$ cat src/rtl/alu_issue_ctrl.sv
// Single-outstanding issue sequencer between decode and the 32-bit ALU.
// Holds ALU operands for the op's class latency, then returns a tagged result.
module alu_issue_ctrl #(
  parameter int TAG_W   = 4,
  parameter int ALU_LAT = 2,
  parameter int MUL_LAT = 3,
  parameter int DIV_LAT = 34
) (
  input  logic             clk,
  input  logic             rst,
  input  logic             in_valid,
  output logic             in_ready,
  input  logic [31:0]      in_a,
  input  logic [31:0]      in_b,
  input  logic [4:0]       in_ctrl,
  input  logic [TAG_W-1:0] in_tag,
  output logic [31:0]      alu_a,
  output logic [31:0]      alu_b,
  output logic [4:0]       alu_ctrl,
  input  logic [31:0]      alu_y,
  input  logic             alu_cout,
  output logic             out_valid,
  input  logic             out_ready,
  output logic [31:0]      out_y,
  output logic             out_cout,
  output logic [TAG_W-1:0] out_tag,
  output logic             out_err,
  output logic             busy
);

  localparam int MAX_AM  = (ALU_LAT > MUL_LAT) ? ALU_LAT : MUL_LAT;
  localparam int MAX_LAT = (MAX_AM > DIV_LAT) ? MAX_AM : DIV_LAT;
  localparam int CNT_W   = $clog2(MAX_LAT) + 1;

  localparam logic [1:0] IDLE = 2'd0;
  localparam logic [1:0] EXEC = 2'd1;
  localparam logic [1:0] DONE = 2'd2;

  logic [1:0]       state;
  logic [CNT_W-1:0] cnt;
  logic [TAG_W-1:0] tag_q;
  logic             err_q;
  logic [CNT_W-1:0] lat_sel;
  logic             err_sel;
  logic             accept;

  // Class decode: illegal codes run at ALU latency and are flagged.
  always_comb begin
    lat_sel = CNT_W'(ALU_LAT);
    err_sel = 1'b0;
    case (in_ctrl)
      5'd0, 5'd1, 5'd4, 5'd5, 5'd6, 5'd7, 5'd16, 5'd21: ;
      5'd8, 5'd9, 5'd10, 5'd11:    lat_sel = CNT_W'(MUL_LAT);
      5'd12, 5'd13, 5'd14, 5'd15:  lat_sel = CNT_W'(DIV_LAT);
      default:                     err_sel = 1'b1;
    endcase
  end

  // Both handshakes are valid/ready: a transfer happens on a rising edge where
  // valid and ready are both high; ready may depend combinationally on out_ready.
  assign in_ready = !rst && ((state == IDLE) || ((state == DONE) && out_ready));
  assign accept   = in_valid && in_ready;
  assign busy     = (state != IDLE);

  always_ff @(posedge clk or posedge rst) begin
    if (rst) begin
      state     <= IDLE;
      cnt       <= '0;
      tag_q     <= '0;
      err_q     <= 1'b0;
      alu_a     <= '0;
      alu_b     <= '0;
      alu_ctrl  <= '0;
      out_valid <= 1'b0;
      out_y     <= '0;
      out_cout  <= 1'b0;
      out_tag   <= '0;
      out_err   <= 1'b0;
    end else begin
      // Operands change only here so the shifter and mult/div see stable inputs.
      if (accept) begin
        alu_a    <= in_a;
        alu_b    <= in_b;
        alu_ctrl <= in_ctrl;
        tag_q    <= in_tag;
        err_q    <= err_sel;
        cnt      <= lat_sel;
        state    <= EXEC;
      end
      case (state)
        IDLE: ;
        EXEC: begin
          if (cnt == CNT_W'(1)) begin
            out_y     <= err_q ? 32'd0 : alu_y;
            out_cout  <= err_q ? 1'b0 : alu_cout;
            out_tag   <= tag_q;
            out_err   <= err_q;
            out_valid <= 1'b1;
            state     <= DONE;
          end else begin
            cnt <= cnt - CNT_W'(1);
          end
        end
        DONE: begin
          if (out_ready) begin
            out_valid <= 1'b0;
            if (!accept) state <= IDLE;
          end
        end
        default: state <= IDLE;
      endcase
    end
  end

endmodule

$ cat config.mk
export PLATFORM = sky130hd
export DESIGN_NAME = alu_issue_ctrl
export DESIGN_NICKNAME = d
export VERILOG_FILES = /design/src/rtl/alu_issue_ctrl.sv
export SDC_FILE = /design/constraint.sdc
export NUM_CORES = 1
export LEC_CHECK = 0
export CORE_MARGIN = 2
export CORE_UTILIZATION = 26
export CTS_CLUSTER_DIAMETER = 80
export CTS_CLUSTER_SIZE = 16
export DETAILED_ROUTE_END_ITERATION = 8
export GPL_ROUTABILITY_DRIVEN = 0
export PLACE_DENSITY = 0.51
export SYNTH_ARGS = -nofsm -noshare
export SYNTH_HDL_FRONTEND = slang
export SYNTH_SLANG_ARGS = --single-unit
$ cat constraint.sdc
create_clock -name clk -period 4.9 [get_ports clk]
set_input_delay 0.98 -clock clk [delete_from_list [all_inputs] [get_ports clk]]
set_output_delay 0.98 -clock clk [all_outputs]
set_load 0.005 [all_outputs]
==> results of run 1 <==
==> metrics by stage <==
| stage | hold WS (ns) | utilization | power (mW) | instances | setup slack, ns |
|---|---|---|---|---|---|
| final | 0.4796 | 0.4245 | 4.931 | 847 | 1.594 |
| after global routing | 0.5158 | 0.4245 | 5.294 | 847 | 1.495 |
| after CTS | 0.4868 | 0.4245 | 5.027 | 847 | 1.579 |
| after detailed placement | 0.4744 | 0.3930 | 3.749 | 817 | 1.606 |
| after global placement | 0.4635 | 0.3930 | 3.707 | 817 | 1.598 |
| after floorplan | 0.4733 | - | 2.560 | 380 | 0.6775 |
==> sequential cells by signal, indices dropped and copies added, names as in the netlist, 2 cells and up <==
register	count
alu_a	32
alu_b	32
out_y	32
cnt	7
alu_ctrl	5
out_tag	4
tag_q	4
state	2
==> layer usage <==
layer  wire length, um  up-vias  share of wire  GRT usage
met5                 0        -              0          0
met4                90        0         0.0073    0.03316
li1                  -     1749              -          -
met2              5771      139           0.47     0.2057
met3              1067        7          0.087    0.05653
met1              5371     1742           0.44     0.1547
==> placed cells by master, fill, tap and decap left out, types with 3 or more instances in the layout <==
cell	netlist	layout
mux2_2	78	78
nand2b_1	38	38
nand3_1	3	3
clkinvlp_4	0	3
buf_4	1	4
dfrtp_1	122	122
nand2_1	40	40
inv_1	4	3
nor2_1	5	5
a21oi_1	4	4
o21ai_0	38	38
clkbuf_8	0	5
clkbuf_16	0	17
clkdlybuf4s50_1	0	219
==> final cells by class <==
type	count	area (um^2)
well taps	234	292.8
fillers	1740	10760
clock buffers	24	501.7
multi-input cells	233	1763
repair buffers	223	2222
inverters	5	21.27
clock inverters	6	87.58
flip-flops and latches	122	3053
==> power by group <==
group          switching (mW)  leakage (nW)  internal (mW)  total (mW)
Sequential              0.317          1.47           1.51        1.83
Clock                   0.422         0.280          0.810        1.23
Combinational           0.606          1.52           1.27        1.87
Total                    1.34          3.27           3.59        4.93
==> cells by family after synthesis <==
family	Yosys count
flops	122
simple gates	99
mux	80
compound gates	51
buf+inv	25
fa+ha+maj	2
xor+xnor	1
==> final timing paths <==
kind | from | end | slack (ns) | cells after the start
max reg2reg | cnt[1] | out_tag[1] | 2.67 | 5
min reg2reg | out_y[10] | out_y[10] | 0.48 | 2
max | out_ready | in_ready | 1.59 | 4
min | out_y[10] | out_y[10] | 0.48 | 2
max in group asynchronous | rst | alu_a[20] | 2.77 | 3
min in group asynchronous | rst | alu_a[11] | 1.22 | 2
==> worst max-delay path: stages <==
cell	delay (ns)
clkdlybuf4s50_1	0.50
inv_2	0.07
a211oi_1	0.24
clkdlybuf4s50_1	0.54
==> Yosys cell counts, drive strengths merged <==
master / n / area, um^2
or3: 2 / 12.51
inv: 5 / 18.76
nor2: 5 / 18.77
clkbuf: 10 / 38.78
nand4b: 1 / 8.760
nor2b: 1 / 6.260
nor4: 1 / 21.27
a21oi: 4 / 20.02
or4: 1 / 7.510
ha: 2 / 25.02
nor3: 2 / 10.01
o21ai: 38 / 190.2
buf: 10 / 96.35
a2111oi: 1 / 27.53
nand2b: 38 / 237.7
a31oi: 1 / 6.260
nand3b: 1 / 7.510
dfrtp: 122 / 3053
o22ai: 1 / 6.260
and2: 1 / 6.260
a21o: 1 / 7.510
or2: 1 / 6.260
mux2: 78 / 878.3
and2b: 1 / 7.510
o211ai: 2 / 15.01
a2bb2oi: 1 / 8.760
nand2: 40 / 150.1
o221ai: 1 / 8.760
mux2i: 2 / 20.02
xor2: 1 / 8.760
nand3: 4 / 32.53
a211oi: 1 / 7.510
==> results.cfg, run 1 <==
[critical_path]
crit_path_end_kind = output pin
crit_type = in2out
startpoint_type = input pin
cp.arrival_ns = 2.33
path_max_fanout = 3
worstPathRequired_ns = 3.92

[power_and_ir_drop]
power_density_nw_per_um2 = 621.0
p_leak_nw = 3.272
vdd.ir_drop.worst_v = 0.0002359

[sta]
skew_ns = 0.009869
fin_crit_sh = 0.6748
setup_viol = 0
grt_setup_unrepaired = no
tightest_slew_ns = 0.8694
max_freq_mhz = 302.4
period_minus_slack_ns = 3.306
hold_violations = 0
setup_tns_ns = 0
slew_violations = 0
slew_headroom = 0.4204

[cts]
cts.path.max_buffers = 2
cts_tree = yes
clock-sinks = 122
htreeDepth = 4
numCtsBuffers = 17
ctsHoldBuffers = 0
post_cts_resized = 0
post-cts-setup-buffer-count = 0
root_buffer = clkbuf_16
clk_latency_ns = 0.41
path_clk_slew_ns = 0.05

[floorplan]
top_level_ports = 220
die_h_um = 142.3
dieArea_um2 = 20240
initial_core_util = 0.2657
std_cell_rows = 50
core_area_um2 = 18710
die_x_um = 142.3

[layout]
layout-drive-gt1-share = 0.1892
num_antenna_cells = 0
area_growth_pct = 59.79
fin_nets = 714
fin_area_um2 = 7941

[status]
outcome = finished, final reports clean

[route]
postRouteAntennaNets = 0
dr.first_iter.drc_count = 131
drc = 0
num_vias = 3637
routed_wl_um = 12300
vias_per_cell = 4.294
firstDrtPassIters = 4
routedWlPerCell_um = 14.52

[place]
place_area_um2 = 7352
port_buffers = 219
hpwl_um = 8693

[global_routing]
antenna_found_initial = 0
track_usage = 0.1271
grt_max_degree = 72
grt_pass1_vias = 4028
grt_pass1_wl_um = 20220
grt.overflow.total = 0

[synthesis]
synth_mux_area_frac = 0.1808
syn_avg_cell_area_um2 = 13.08
synth_top_family_by_area = multiplexers
yosysSeqAreaShare = 0.6143
synthCells = 380
syn_area_um2 = 4970
synth_xor_area_frac = 0.001762
syn-num-nets = 492
synth_compound_area_frac = 0.05992
ys_warn_count = 0
yosys.area_share.simple = 0.1073
synth_fa_ha_area_frac = 0.005035
ys_ff_latch = 122
ys_types = 37

[job]
max_cap_viol_count = 0

[hold_path]
hp-class = reg2reg
Note: power is estimated with default switching activity, not from simulation.
==> run 2, diff against run 1 <==
==> constraint.sdc (replaced) <==
create_clock -name clk -period 3.3 [get_ports clk]
set_input_delay 0.66 -clock clk [delete_from_list [all_inputs] [get_ports clk]]
set_output_delay 0.66 -clock clk [all_outputs]
set_load 0.005 [all_outputs]
==> results.cfg, run 2 (synthesized netlist as in run 1, its figures left out) <==
[route]
routedWlPerCell_um = 14.81
num_vias = 3620
postRouteAntennaNets = 0
vias_per_cell = 4.274
drc = 0
firstDrtPassIters = 4
routed_wl_um = 12540
dr.first_iter.drc_count = 195

[critical_path]
cp.arrival_ns = 2.04
cp_cell_sequence = clkdlybuf4s50_1, inv_2, a211oi_1, clkdlybuf4s50_1
crit_path_end_kind = output pin
path_max_fanout = 3
crit_slowest_cell = clkdlybuf4s50_1
worstPathRequired_ns = 2.64
crit_type = in2out
crit_top_cell = clkdlybuf4s50_1
startpoint_type = input pin
slowest_delay_ns = 0.55
rrSetupSlack_ns = 1.02

[sta]
setup_viol = 0
hold_violations = 0
slew_headroom = 0.4696
fin_crit_sh = 0.8173
period_minus_slack_ns = 2.697
grt_setup_unrepaired = no
slew_violations = 0
skew_ns = 0.007766
setup_tns_ns = 0
layout_setup_ws_ns = 0.6030
tightest_slew_ns = 0.7956
max_freq_mhz = 370.8

[floorplan]
core_area_um2 = 18710
die_x_um = 142.3
top_level_ports = 220
die_h_um = 142.3
dieArea_um2 = 20240
std_cell_rows = 50
initial_core_util = 0.2657

[global_routing]
antenna_found_initial = 0
met1_usage = 0.1650
grt.overflow.total = 0
track_usage = 0.1287
busiest_layer = met2
grt_pass1_vias = 3861
grt_pass1_wl_um = 20330
grtUsageMet2 = 0.1986
grtUsageMet3 = 0.05451
grt_max_degree = 72

[power_and_ir_drop]
p_leak_nw = 3.272
pwr-share-seq = 0.370
p_switching_mw = 2.003
totalPowerFinal_mw = 7.291
vdd.ir_drop.worst_v = 0.0003478
comb_power_share = 0.384
clkPwrFrac = 0.246
p_sw_frac = 0.2747
p_int_mw = 5.288
power_density_nw_per_um2 = 917.3

[layout]
layout_commonest_cell = clkdlybuf4s50_1
reg.largest.list = alu_a: 32 flops, alu_b: 32 flops, out_y: 32 flops
most-common-layout-cells = 219 x clkdlybuf4s50_1, 122 x dfrtp_1, 78 x mux2_2
area_growth_pct = 59.92
multi_input_area_um2 = 1763
fin_nets = 714
fin_area_um2 = 7948
nFillCells = 1772
register_area_um2 = 3053
layout-drive-gt1-share = 0.1892
instances_no_fill = 847
num_antenna_cells = 0

[cts]
numCtsBuffers = 17
htreeDepth = 4
root_buffer = clkbuf_16
cts.path.max_buffers = 2
post_cts_resized = 0
path_clk_slew_ns = 0.05
ctsHoldBuffers = 0
post-cts-setup-buffer-count = 0
clock-sinks = 122
clk_latency_ns = 0.40
cts_tree = yes

[hold_path]
hp-class = reg2reg

[place]
hpwl_um = 8851
place_area_um2 = 7378
dp.cells = 817
port_buffers = 219
dp_slack_ns = 0.6283

[job]
max_cap_viol_count = 0

[status]
outcome = finished, final reports clean
## run 2: cell types whose count changed in the layout (fill, tap and decap cells not counted)
cell | before | now
buf_4 | 4 | 2
inv_4 | 1 | 0
clkinv_2 | 1 | 4
buf_12 | 0 | 2
clkbuf_8 | 5 | 3
## run 2: routing by layer
layer  vias to the layer above  wire length (um)
met1                      1716              5508
met2                       139              5819
met5                         -                 0
met4                         0               128
met3                        12              1087
li1                       1753                 -
## run 2: through the flow
step | utilization | hold WS, ns
3_3_place_gp | 0.3944 | 0.4633
5_1_grt | 0.4249 | 0.5111
3_5_place_dp | 0.3944 | 0.4695
2_1_floorplan | - | 0.4733
4_1_cts | 0.4249 | 0.4821
6_report | 0.4249 | 0.4738
## run 2: worst max-delay path: cells and delay by family
kind | cells | cell delay (ns)
compound gates | 1 | 0.26
buf+inv | 3 | 1.12
## run 2: path summary, 6_finish.rpt
path	from	end	depth (start not counted)
setup / recovery	out_ready	in_ready	4
hold / removal	out_y[30]	out_y[30]	2
setup reg to reg	cnt[1]	out_tag[0]	5
hold reg to reg	out_y[30]	out_y[30]	2
max in group asynchronous	rst	alu_a[8]	3
min in group asynchronous	rst	out_valid	2
## run 2: power by group through the flow
stage	Clock, mW	Sequential [mW]	Combinational (mW)
6_report	1.79	2.70	2.80
3_5_place_dp	0	2.73	2.84
3_3_place_gp	0	2.71	2.81
2_1_floorplan	0	2.70	1.10
4_1_cts	1.85	2.72	2.86
5_1_grt	1.93	2.82	3.08
## run 2: cell type report
class                           instances  share of cell area
Clock buffer                           22             0.05967
Multi-Input combinational cell        233              0.2218
Clock inverter                          8             0.01196
Tap cell                              234             0.03684
Sequential cell                       122              0.3841
Inverter                                5            0.002834
Timing Repair Buffer                  223              0.2827
==> run 3, diff against run 2 <==
--- a/config.mk
+++ b/config.mk
@@ -11,7 +11,7 @@
 export CTS_CLUSTER_SIZE = 16
 export DETAILED_ROUTE_END_ITERATION = 8
 export GPL_ROUTABILITY_DRIVEN = 0
-export PLACE_DENSITY = 0.51
+export PLACE_DENSITY = 0.53
 export SYNTH_ARGS = -nofsm -noshare
 export SYNTH_HDL_FRONTEND = slang
 export SYNTH_SLANG_ARGS = --single-unit
==> constraint.sdc (replaced) <==
create_clock -name clk -period 2.2 [get_ports clk]
set_input_delay 0.44 -clock clk [delete_from_list [all_inputs] [get_ports clk]]
set_output_delay 0.44 -clock clk [all_outputs]
set_load 0.005 [all_outputs]
==> results.cfg, run 3 (synthesized netlist as in run 1, its figures left out) <==
[status]
outcome = finished, final reports clean

[route]
drc = 0
postRouteAntennaNets = 0
dr.first_iter.drc_count = 153
routedWlPerCell_um = 14.72
routed_wl_um = 12710
firstDrtPassIters = 4
num_vias = 3741
vias_per_cell = 4.335

[sta]
slew_violations = 0
period_minus_slack_ns = 2.112
hold_violations = 0
layout_setup_ws_ns = 0.08772
grt_setup_unrepaired = no
fin_crit_sh = 0.9601
tightest_slew_ns = 0.8405
setup_viol = 0
slew_headroom = 0.4397
skew_ns = 0.008731
max_freq_mhz = 473.4

[critical_path]
cp_top_family = flip-flops
startpoint_type = flip-flop
worstPathRequired_ns = 1.76
path_buf_inv = 1
crit_type = reg2out
slowest_delay_ns = 0.48
crit_slowest_cell = dfrtp_1
cp.arrival_ns = 1.67
crit_path_end_kind = output pin
cp_cell_sequence = or2_2, clkdlybuf4s50_1
path_max_fanout = 8

[floorplan]
core_area_um2 = 18710
initial_core_util = 0.2657
die_x_um = 142.3
dieArea_um2 = 20240
top_level_ports = 220
die_h_um = 142.3
std_cell_rows = 50

[power_and_ir_drop]
p_sw_frac = 0.2812
power_density_nw_per_um2 = 1352
clkPwrFrac = 0.240
p_leak_nw = 3.375
p_int_mw = 7.896
p_switching_mw = 3.089
pwr-share-seq = 0.371
comb_power_share = 0.389
vdd.ir_drop.worst_v = 0.0005146

[layout]
most-common-layout-cells = 218 x clkdlybuf4s50_1, 122 x dfrtp_1, 78 x mux2_2
layout-drive-gt1-share = 0.2114
reg.largest.list = alu_a: 32 flops, alu_b: 32 flops, out_y: 32 flops
final_util = 0.4343
layout_commonest_cell = clkdlybuf4s50_1
num_antenna_cells = 0
area_growth_pct = 63.47
fin_nets = 728

[cts]
numCtsBuffers = 17
clk_latency_ns = 0.41
post_cts_resized = 1
root_buffer = clkbuf_16
htreeDepth = 4
clock-sinks = 122
cts_tree = yes
path_clk_slew_ns = 0.05
cts.path.max_buffers = 2
ctsHoldBuffers = 0
post-cts-setup-buffer-count = 0

[place]
hpwl_um = 9168
port_buffers = 219
dp_slack_ns = -0.1157

[global_routing]
antenna_found_initial = 0
grt_pass1_wl_um = 20420
grt.overflow.total = 0
grt_pass1_vias = 4021
grt_max_degree = 72
track_usage = 0.1291

[hold_path]
hp-class = reg2reg

[job]
max_cap_viol_count = 0
## run 3: final timing paths
kind	from	cells past startpoint	slack, ns	to
worst max-delay path	state[1]	2	0.09	busy
worst min-delay path	out_y[30]	2	0.48	out_y[30]
worst max register to register	cnt[1]	6	0.43	out_tag[3]
worst min register to register	out_y[30]	2	0.48	out_y[30]
max in group asynchronous	rst	3	1.05	alu_a[13]
min in group asynchronous	rst	2	0.57	alu_a[9]
## run 3: metal layers
metal	global-route usage	wire length, um
met2	0.2062	6111
met4	0.04368	107
met3	0.04576	1010
met5	0	0
met1	0.1631	5475
## run 3: power groups by stage
stage / clock network (mW) / registers [mW] / logic [mW]
final: 2.63 / 4.08 / 4.27
after global routing: 2.87 / 4.25 / 4.63
after floorplan: 0 / 4.05 / 1.65
after global placement: 0 / 4.08 / 4.27
after detailed placement: 0 / 4.12 / 4.33
after CTS: 2.73 / 4.10 / 4.35
## run 3: metrics by stage
step / power (mW) / instances / setup TNS (ns) / hold WS, ns / area, um^2
CTS: 11.18 / 863 / 0 / 0.4827 / 8124
global placement: 8.355 / 831 / -2.558 / 0.4627 / 7559
global route: 11.75 / 863 / 0 / 0.5117 / 8124
floorplan: 5.701 / 380 / 0 / 0.4733 / 4974
finish: 10.99 / 863 / 0 / 0.4791 / 8124
detailed placement: 8.452 / 831 / -4.810 / 0.4704 / 7559
## run 3: layout make-up
cell class / count / area [um^2]
multi-input cells: 233 / 1763
repair buffers: 237 / 2426
clock inverters: 11 / 96.34
inverters: 5 / 22.52
fillers: 1741 / 10580
clock buffers: 21 / 470.5
well taps: 234 / 292.8
flip-flops and latches: 122 / 3053
## run 3: worst reg2reg max path, stage by stage (launching register included)
cell	delay (ns)
dfrtp_1	0.39
inv_1	0.08
ha_1	0.15
nor2b_1	0.37
nand3_4	0.12
buf_12	0.21
mux2_2	0.34
